[config.mk]
export PLATFORM = sky130hd
export DESIGN_NAME = pipe_hazard_fwd_unit
export DESIGN_NICKNAME = d
export VERILOG_FILES = /design/src/rtl/pipe_pkg.sv /design/src/rtl/pipe_stage_info_reg.sv /design/src/rtl/pipe_hazard_fwd_unit.sv
export SDC_FILE = /design/constraint.sdc
export NUM_CORES = 1
export LEC_CHECK = 0
export CAP_MARGIN = 20
export CORE_ASPECT_RATIO = 0.75
export CORE_MARGIN = 5
export CORE_UTILIZATION = 34
export DETAILED_ROUTE_END_ITERATION = 16
export PLACE_DENSITY = 0.8
export SLEW_MARGIN = 0
export SYNTH_ARGS = -nofsm -noshare
export SYNTH_HDL_FRONTEND = slang
export SYNTH_SLANG_ARGS = --single-unit
export TNS_END_PERCENT = 100
[constraint.sdc]
create_clock -name clk -period 2.6 [get_ports clk]
set_input_delay 0.39 -clock clk [delete_from_list [all_inputs] [get_ports clk]]
set_output_delay 0.39 -clock clk [all_outputs]
set_load 0.02 [all_outputs]
[src/rtl/pipe_pkg.sv]
// Shared types for the pipeline hazard/forwarding unit.
// Stage bookkeeping record and forward-select encoding.
package pipe_pkg;

  localparam int DEF_DATA_W = 16;
  localparam int DEF_ADDR_W = 3;
  localparam int MAX_ADDR_W = 8;

  typedef logic [2:0] fwd_sel_t;

  localparam fwd_sel_t FWD_RF = 3'd0;

  typedef struct packed {
    logic                  valid;
    logic [MAX_ADDR_W-1:0] rd;
    logic                  we;
    logic                  load;
  } stage_info_t;

endpackage

[src/rtl/pipe_stage_info_reg.sv]
// One tracking stage: holds {valid, rd, we, load} of an in-flight op.
// Async clear, freeze on hold, bubble insert when requested.
import pipe_pkg::*;

module pipe_stage_info_reg (
  input  logic        clk,
  input  logic        rst,
  input  logic        hold,
  input  logic        bubble,
  input  stage_info_t d,
  output stage_info_t q
);

  always_ff @(posedge clk or posedge rst) begin
    if (rst) begin
      q <= '0;
    end else if (!hold) begin
      q <= bubble ? '0 : d;
    end
  end

endmodule

[src/rtl/pipe_hazard_fwd_unit.sv]
// RAW hazard tracker: forwards youngest result to ID, stalls on load-use.
// Optional perf counters when PIPE_HAZARD_PERF_EN is defined.
import pipe_pkg::*;

module pipe_hazard_fwd_unit #(
  parameter int DATA_W   = DEF_DATA_W,
  parameter int ADDR_W   = DEF_ADDR_W,
  parameter int STAGES   = 3,
  parameter int LOAD_RDY = 2
) (
  input  logic                     clk,
  input  logic                     rst,
  input  logic                     hold_i,
  input  logic                     flush_i,
  input  logic                     id_valid_i,
  input  logic [ADDR_W-1:0]        id_rd_i,
  input  logic                     id_we_i,
  input  logic                     id_load_i,
  input  logic [ADDR_W-1:0]        id_rs1_i,
  input  logic                     id_use1_i,
  input  logic [ADDR_W-1:0]        id_rs2_i,
  input  logic                     id_use2_i,
  input  logic [DATA_W-1:0]        rf_data1_i,
  input  logic [DATA_W-1:0]        rf_data2_i,
  input  logic [STAGES*DATA_W-1:0] res_data_i,
`ifdef PIPE_HAZARD_PERF_EN
  output logic [31:0]              stall_cnt_o,
  output logic [31:0]              fwd_cnt_o,
`endif
  output logic                     stall_o,
  output fwd_sel_t                 fwd_sel1_o,
  output fwd_sel_t                 fwd_sel2_o,
  output logic [DATA_W-1:0]        op1_o,
  output logic [DATA_W-1:0]        op2_o
);

  // st[0] is the ID entry, st[1..STAGES] are EX..WB
  stage_info_t st [0:STAGES];
  logic        haz1;
  logic        haz2;

  assign st[0] = '{
    valid: id_valid_i,
    rd:    MAX_ADDR_W'(id_rd_i),
    we:    id_we_i,
    load:  id_load_i
  };

  for (genvar s = 1; s <= STAGES; s++) begin : g_stage
    pipe_stage_info_reg u_reg (
      .clk    (clk),
      .rst    (rst),
      .hold   (hold_i),
      .bubble ((s == 1) ? (stall_o | flush_i) : 1'b0),
      .d      (st[s-1]),
      .q      (st[s])
    );
  end

  // Walk oldest to youngest so the youngest match overwrites
  always_comb begin
    fwd_sel1_o = FWD_RF;
    fwd_sel2_o = FWD_RF;
    op1_o      = rf_data1_i;
    op2_o      = rf_data2_i;
    haz1       = 1'b0;
    haz2       = 1'b0;
    for (int s = STAGES; s >= 1; s--) begin
      if (id_valid_i && id_use1_i && st[s].valid && st[s].we &&
          st[s].rd == MAX_ADDR_W'(id_rs1_i)) begin
        fwd_sel1_o = fwd_sel_t'(s);
        op1_o      = res_data_i[s*DATA_W-1 -: DATA_W];
        haz1       = st[s].load && (s < LOAD_RDY);
      end
      if (id_valid_i && id_use2_i && st[s].valid && st[s].we &&
          st[s].rd == MAX_ADDR_W'(id_rs2_i)) begin
        fwd_sel2_o = fwd_sel_t'(s);
        op2_o      = res_data_i[s*DATA_W-1 -: DATA_W];
        haz2       = st[s].load && (s < LOAD_RDY);
      end
    end
  end

  // Flush drops the stall unless the chain is frozen anyway
  assign stall_o = (haz1 | haz2) & (hold_i | ~flush_i);

`ifdef PIPE_HAZARD_PERF_EN
  always_ff @(posedge clk or posedge rst) begin
    if (rst) begin
      stall_cnt_o <= '0;
      fwd_cnt_o   <= '0;
    end else begin
      if (stall_o && !hold_i && stall_cnt_o != 32'hFFFF_FFFF)
        stall_cnt_o <= stall_cnt_o + 32'd1;
      if ((fwd_sel1_o != FWD_RF || fwd_sel2_o != FWD_RF) && !stall_o &&
          fwd_cnt_o != 32'hFFFF_FFFF)
        fwd_cnt_o <= fwd_cnt_o + 32'd1;
    end
  end
`endif

endmodule

## Word level (Yosys, flattened, before mapping)

Index checks and enable logic that the tools add are counted.

| cells by class | value |
|---|---|
| reduce and logical (&&, ||, !) cells | 20 |
| equal/unequal tests | 6 |
| bitwise logic cells | 5 |
| muxes and demuxes | 15 |

Operators with widths:

| cell | number |
|---|---|
| 16-bit two-way mux | 6 |
| 8-bit by 3-bit equality test with 1-bit output | 6 |
| 1-bit logical AND | 20 |
| 11-bit two-way mux | 1 |
| 2-bit two-way mux | 4 |
| 3-bit two-way mux | 2 |
| 1-bit OR | 3 |
| 1-bit two-way mux | 2 |
| 1-bit bitwise AND | 1 |
| 1-bit inverter | 1 |

| word-level totals | value |
|---|---|
| input port bits | 98 |
| flip-flop bits (word level) | 31 |
| output and inout bits | 39 |
| logic and storage cells | 56 |

## Longest topological paths before layout

| logic depth | value |
|---|---|
| word-level depth | 9 |
| depth in mapped cells | 7 |
| gate-level depth less buffers | 5 |

## Hierarchy

A second synthesis with hierarchy kept.

| second synthesis, totals | value |
|---|---|
| cell total of the unflattened synthesis | 314 |
| area total of the unflattened synthesis | 2613.8 um2 |

Modules (own cells, without submodules):

| module | area an instance (um2) | cells an instance | times used |
|---|---|---|---|
| pipe_hazard_fwd_unit | 1401.3 | 233 | 1 |
| pipe_stage_info_reg | 404.1 | 27 | 3 |

## Worst setup path after synthesis

Ideal clock, no wire load.

| timing path | value |
|---|---|
| path kind | flip-flop to output port |
| start point | register g_stage[2].u_reg.q[2] (netlist bit) |
| end point | output op1_o[10] |
| data required time | 2210 ps |
| arrival | 1953 ps |
| slack | 257 ps |
| cell stages (with the launch flop) | 8 |
| buffers on the path | 2 |
| path through | dfrtp_1 xor2_1 nor4_4 and3b_1 buf_2 buf_6 a222oi_1 a21oi_1 |

| between the ends | value |
|---|---|
| cells in the longest elaborated chain, start to end | 4 |

RTL lines:

| element | line | RTL |
|---|---|---|
| from (decl) | pipe_stage_info_reg.sv:11 | `output stage_info_t q` |
| from (signal assigned) | pipe_stage_info_reg.sv:18 | `q <= bubble ? '0 : d;` |
| 8-bit by 3-bit equality test with 1-bit output | pipe_hazard_fwd_unit.sv:70 | `st[s].rd == MAX_ADDR_W'(id_rs1_i)) begin` |
| 1-bit logical AND | pipe_hazard_fwd_unit.sv:69 | `if (id_valid_i && id_use1_i && st[s].valid && st[s].we &&` |
| 16-bit two-way mux (2 in a row) | pipe_hazard_fwd_unit.sv:69 |  |
| to (decl) | pipe_hazard_fwd_unit.sv:33 | `output logic [DATA_W-1:0] op1_o,` |

Every way passes these cells.

## Worst setup path in the final report

| timing path | value |
|---|---|
| start point | input id_rs1_i[2] |
| end point | output op1_o[3] |

| between the ends | value |
|---|---|
| cells in the longest elaborated chain, start to end | 5 |
| elaborated cells on any way between the ends | 9 |
| classes of those cells | 3 x eq/ne; 3 x mux; 3 x reduce/logical |

RTL lines:

| element | line | RTL |
|---|---|---|
| from (decl) | pipe_hazard_fwd_unit.sv:19 | `input logic [ADDR_W-1:0] id_rs1_i,` |
| 8-bit by 3-bit equality test with 1-bit output | pipe_hazard_fwd_unit.sv:70 |  |
| 1-bit logical AND | pipe_hazard_fwd_unit.sv:69 |  |
| 16-bit two-way mux (2 in a row) | pipe_hazard_fwd_unit.sv:69 |  |
| 16-bit two-way mux (*) | pipe_hazard_fwd_unit.sv:69 |  |

Every way passes the cells marked *; elsewhere a longest branch is shown, timed or not.

==> results.yml <==
synth:
  ys_ff_latch: 16
  synthXorXnorAreaFrac_pct: 8.90
  synth_top_family_by_area: "simple AND/OR/NAND/NOR gates"
  post_synth_and_or_nand_nor_area_fraction_pct: 28.6
  yosysWarningCount: 0
  synth.area.top_cells: "sky130_fd_sc_hd__dfrtp_1 23%, sky130_fd_sc_hd__nand3_1 10%, sky130_fd_sc_hd__a222oi_1 9.0%, sky130_fd_sc_hd__a21oi_1 6.8%, sky130_fd_sc_hd__mux2_2 6.4%"
  post-synth-top-area-cell: "sky130_fd_sc_hd__dfrtp_1"
  number_of_enable_flip_flop_cells_after_synthesis: 0
  synth_compound_area_share_pct: 26.9
  syn-instance-count: 233
  mux_cell_area_share_after_synthesis_pct: 6.36
  post-synth-top-area-fraction_pct: 22.6
  synth_area_per_cell_sq_um: 7.60
  synthAdderAreaFrac_pct: 0
  synth-seq-area-share_pct: 22.6
  synth_ff_type: "sky130_fd_sc_hd__dfrtp_1"
  synthesis.area_sq_um: 1770
  netlist-cell-type-count: 29
  async_reset_ff_share_pct: 100
cells_and_area:
  largest_register_ff_count: 16
  number_of_filler_cells_placed_in_the_layout: 415
  multiInputGateArea_sq_um: 1310
  reg.largest.list: "g_stage.u_reg.q (16)"
  largest_register: "g_stage.u_reg.q"
  area_growth_pct: 94.6
  regArea_sq_um: 400
  layout-drive-gt1-share_pct: 27.3
  layout.cell_area.non_filler_sq_um: 3450
  nNetsFinal: 494
  diodes: 0
sta:
  period_share_pct: 103
  finalSetupViolations: 11
  max_slew_margin_pct: 55.4
  final_period_minus_worst_setup_slack_ns: 2.67
  worst_slew_pin_slew_ns: 0.663
  setup_total_negative_slack_ns: -0.383
  grt_setup_unrepaired: "yes"
  skew_ns: 0.00387
  slew_violations: 0
  clock.fmax_ghz: 0.375
  post-route-worst-setup-slack_ns: -0.0700
  final_hold_viol_count: 0
  hold_slack_ns: 0.509
placement:
  dpl_cell_area_sq_um: 3420
  post-place-ws_ns: -0.639
  port_buffers: 134
  hpwlAfterDp_um: 6710
  gp_routability_congestion: 0.855
drt:
  drtAntennaViolNets: 0
  post-route-drc-count: 0
  via_count: 2582
  detail_route.iter0.violations: 135
  route.detailed.vias_per_inst: 5.53
  wl_um: 8630
  routedWlPerCell_um: 18.5
  dr.pass1.iters: 7
power_and_ir_drop:
  share_seq_of_total_power_pct: 32.3
  switchingPower_uw: 283
  switching_share_pct: 29.8
  power.total_uw: 949
  powerDensity_nw_per_um2: 275
  leakagePower_nw: 1.64
  vdd.ir_drop.worst_mv: 0.435
  internal_power_uw: 666
  clock_power_share_pct: 22.1
  pwr-share-comb_pct: 45.6
critical_path:
  cp_data_required_time_ns: 2.21
  crit_type: "input pin to primary output"
  startpoint_type: "input pin"
  crit_fanout: 5
  setup.reg_to_reg.worst_slack_ns: 0.57
  worst_ep_arrival_time_ns: 2.28
  crit_path_end_kind: "primary output"
die:
  boundaryPins: 137
  dieArea_sq_um: 6770
  num_rows: 22
  initial_utilization_pct: 35.5
  vert_die_dim_um: 72.5
  design.core.area_sq_um: 4980
  die_w_um: 93.3
run:
  maxCapViolations: 0
global_routing:
  globalRouteTotalUtil_pct: 24.8
  grt_first_pass_wirelength_um: 13500
  grt_overflow_total: 0
  via_count_of_the_first_global_routing_pass: 2668
  grt_start_max_net_pins: 19
  antenna_found_initial: 0
clocking:
  cts_buffers: 3
  clock-root-buffer: "sky130_fd_sc_hd__clkbuf_8"
  clock_insertion_delay_worst_skew_ns: 0.24
  cts_tree: "built"
  holdBufCountCts: 0
  clk_pin_slew_worst_paths_ns: 0.06
  clock_tree.htree_level_count: 1
  clock-sinks: 16
  maximum_count_of_clock_buffers_along_a_single_path: 2
status:
  outcome: "finished, violations left"
  failed_checks: "setup timing"
worst_hold_path:
  kind_of_path_behind_the_tightest_hold_check: "input pin to asynchronous set/reset pin"
## per-stage QoR
| step | instances | utilization, % |
|---|---|---|
| 2_1_floorplan | 234 | - |
| 3_3_place_gp | 456 | 68.7 |
| 3_5_place_dp | 456 | 68.7 |
| 4_1_cts | 464 | 69.5 |
| 5_1_grt | 467 | 69.2 |
| 6_report | 467 | 69.2 |
## cell families (layout without fill, tap and decap cells)
group,after synthesis,count (layout)
AOI/OAI and AO/OA,64,64
xor gates and xnor gates,18,18
buffers and inverters,26,187
DFF,16,16
muxes,10,10
other,1,2
and+or+nand+nor,98,98
## what timing repair did
item                       4_1_cts  5_1_grt
setup endpoints to repair       37       28
hold endpoints to repair         0        0
resized for setup              146       24
setup buffers                    2        3
cloned                           2        0
pin swaps                       13       15
## cells in the final DEF, fill, tap and decap left out, types with 2 or more instances in the layout
master | Yosys | final
sky130_fd_sc_hd__clkbuf_8 | 0 | 4
sky130_fd_sc_hd__and3_1 | 8 | 8
sky130_fd_sc_hd__buf_6 | 1 | 6
sky130_fd_sc_hd__nand4_1 | 6 | 6
sky130_fd_sc_hd__o21ai_0 | 2 | 2
sky130_fd_sc_hd__xnor2_1 | 6 | 2
sky130_fd_sc_hd__a22o_1 | 6 | 6
sky130_fd_sc_hd__and4_1 | 4 | 3
sky130_fd_sc_hd__conb_1 | 1 | 2
sky130_fd_sc_hd__clkbuf_2 | 0 | 7
sky130_fd_sc_hd__xor2_1 | 12 | 11
sky130_fd_sc_hd__inv_1 | 3 | 3
sky130_fd_sc_hd__a21oi_1 | 24 | 24
sky130_fd_sc_hd__buf_12 | 0 | 2
sky130_fd_sc_hd__buf_2 | 1 | 25
sky130_fd_sc_hd__or4_4 | 0 | 2
sky130_fd_sc_hd__dfrtp_1 | 16 | 16
sky130_fd_sc_hd__buf_4 | 2 | 42
sky130_fd_sc_hd__clkdlybuf4s50_1 | 0 | 91
sky130_fd_sc_hd__nand3_1 | 37 | 37
sky130_fd_sc_hd__o22a_1 | 11 | 11
sky130_fd_sc_hd__nand2_1 | 17 | 17
sky130_fd_sc_hd__a222oi_1 | 16 | 16
sky130_fd_sc_hd__o21a_1 | 5 | 5
sky130_fd_sc_hd__xnor2_2 | 0 | 4
sky130_fd_sc_hd__dlygate4sd2_1 | 0 | 5
sky130_fd_sc_hd__nor2_1 | 19 | 19
sky130_fd_sc_hd__mux2_2 | 10 | 10
## layer usage
metal | routed length [um] | part of all wire, % | global-route usage, % | up-vias
met5 | 0 | 0 | 0 | -
met4 | 131 | 1.5 | 6.99 | 0
met3 | 698 | 8.1 | 4.35 | 12
met2 | 4200 | 49 | 43.7 | 120
met1 | 3600 | 42 | 31.0 | 1226
li1 | - | - | - | 1224
## power groups by stage
stage,clock [mW],sequential (mW),combinational [mW]
finish,0.209,0.307,0.433
global route,0.218,0.310,0.462
CTS,0.213,0.306,0.430
floorplan,0,0.302,0.165
detailed placement,0,0.309,0.444
global placement,0,0.307,0.434
## path summary, 6_finish.rpt
check                                                  start                                end  depth (start not counted)
max                                              id_rs1_i[2]                           op1_o[3]                          8
min                                                      rst  g_stage[1].u_reg.q[0]$_DFFE_PP0N_                          2
max reg2reg                g_stage[1].u_reg.q[3]$_DFFE_PP0N_  g_stage[1].u_reg.q[2]$_DFFE_PP0N_                          6
min reg2reg                g_stage[1].u_reg.q[0]$_DFFE_PP0N_  g_stage[1].u_reg.q[0]$_DFFE_PP0N_                          1
max in group asynchronous                                rst  g_stage[3].u_reg.q[4]$_DFFE_PP0N_                          2
min in group clk           g_stage[1].u_reg.q[0]$_DFFE_PP0N_  g_stage[1].u_reg.q[0]$_DFFE_PP0N_                          1
## synthesized netlist by cell type, types with 5 or more instances
master and count:
sky130_fd_sc_hd__nand3_1 37, sky130_fd_sc_hd__a21oi_1 24, sky130_fd_sc_hd__nor2_1 19, sky130_fd_sc_hd__clkbuf_1 17, sky130_fd_sc_hd__nand2_1 17, sky130_fd_sc_hd__a222oi_1 16
sky130_fd_sc_hd__dfrtp_1 16, sky130_fd_sc_hd__xor2_1 12, sky130_fd_sc_hd__o22a_1 11, sky130_fd_sc_hd__mux2_2 10, sky130_fd_sc_hd__and3_1 8, sky130_fd_sc_hd__a22o_1 6
sky130_fd_sc_hd__nand4_1 6, sky130_fd_sc_hd__xnor2_1 6, sky130_fd_sc_hd__o21a_1 5
## final cells by class
cell class / count / share of cell area (%)
clock buffers: 4 / 1.60
well taps: 72 / 2.61
multi-input cells: 192 / 38.0
flip-flops and latches: 16 / 11.6
inverters: 3 / 0.327
repair buffers: 180 / 45.9
## worst max-delay path, cell delays in order
cell and delay [ns]:
sky130_fd_sc_hd__dlygate4sd2_1 0.27, sky130_fd_sc_hd__xor2_1 0.18, sky130_fd_sc_hd__nor4_4 0.30, sky130_fd_sc_hd__and3b_2 0.28
sky130_fd_sc_hd__buf_6 0.14, sky130_fd_sc_hd__a222oi_1 0.41, sky130_fd_sc_hd__a21oi_1 0.14, sky130_fd_sc_hd__buf_4 0.17
Note: power is estimated with default switching activity, not from simulation.
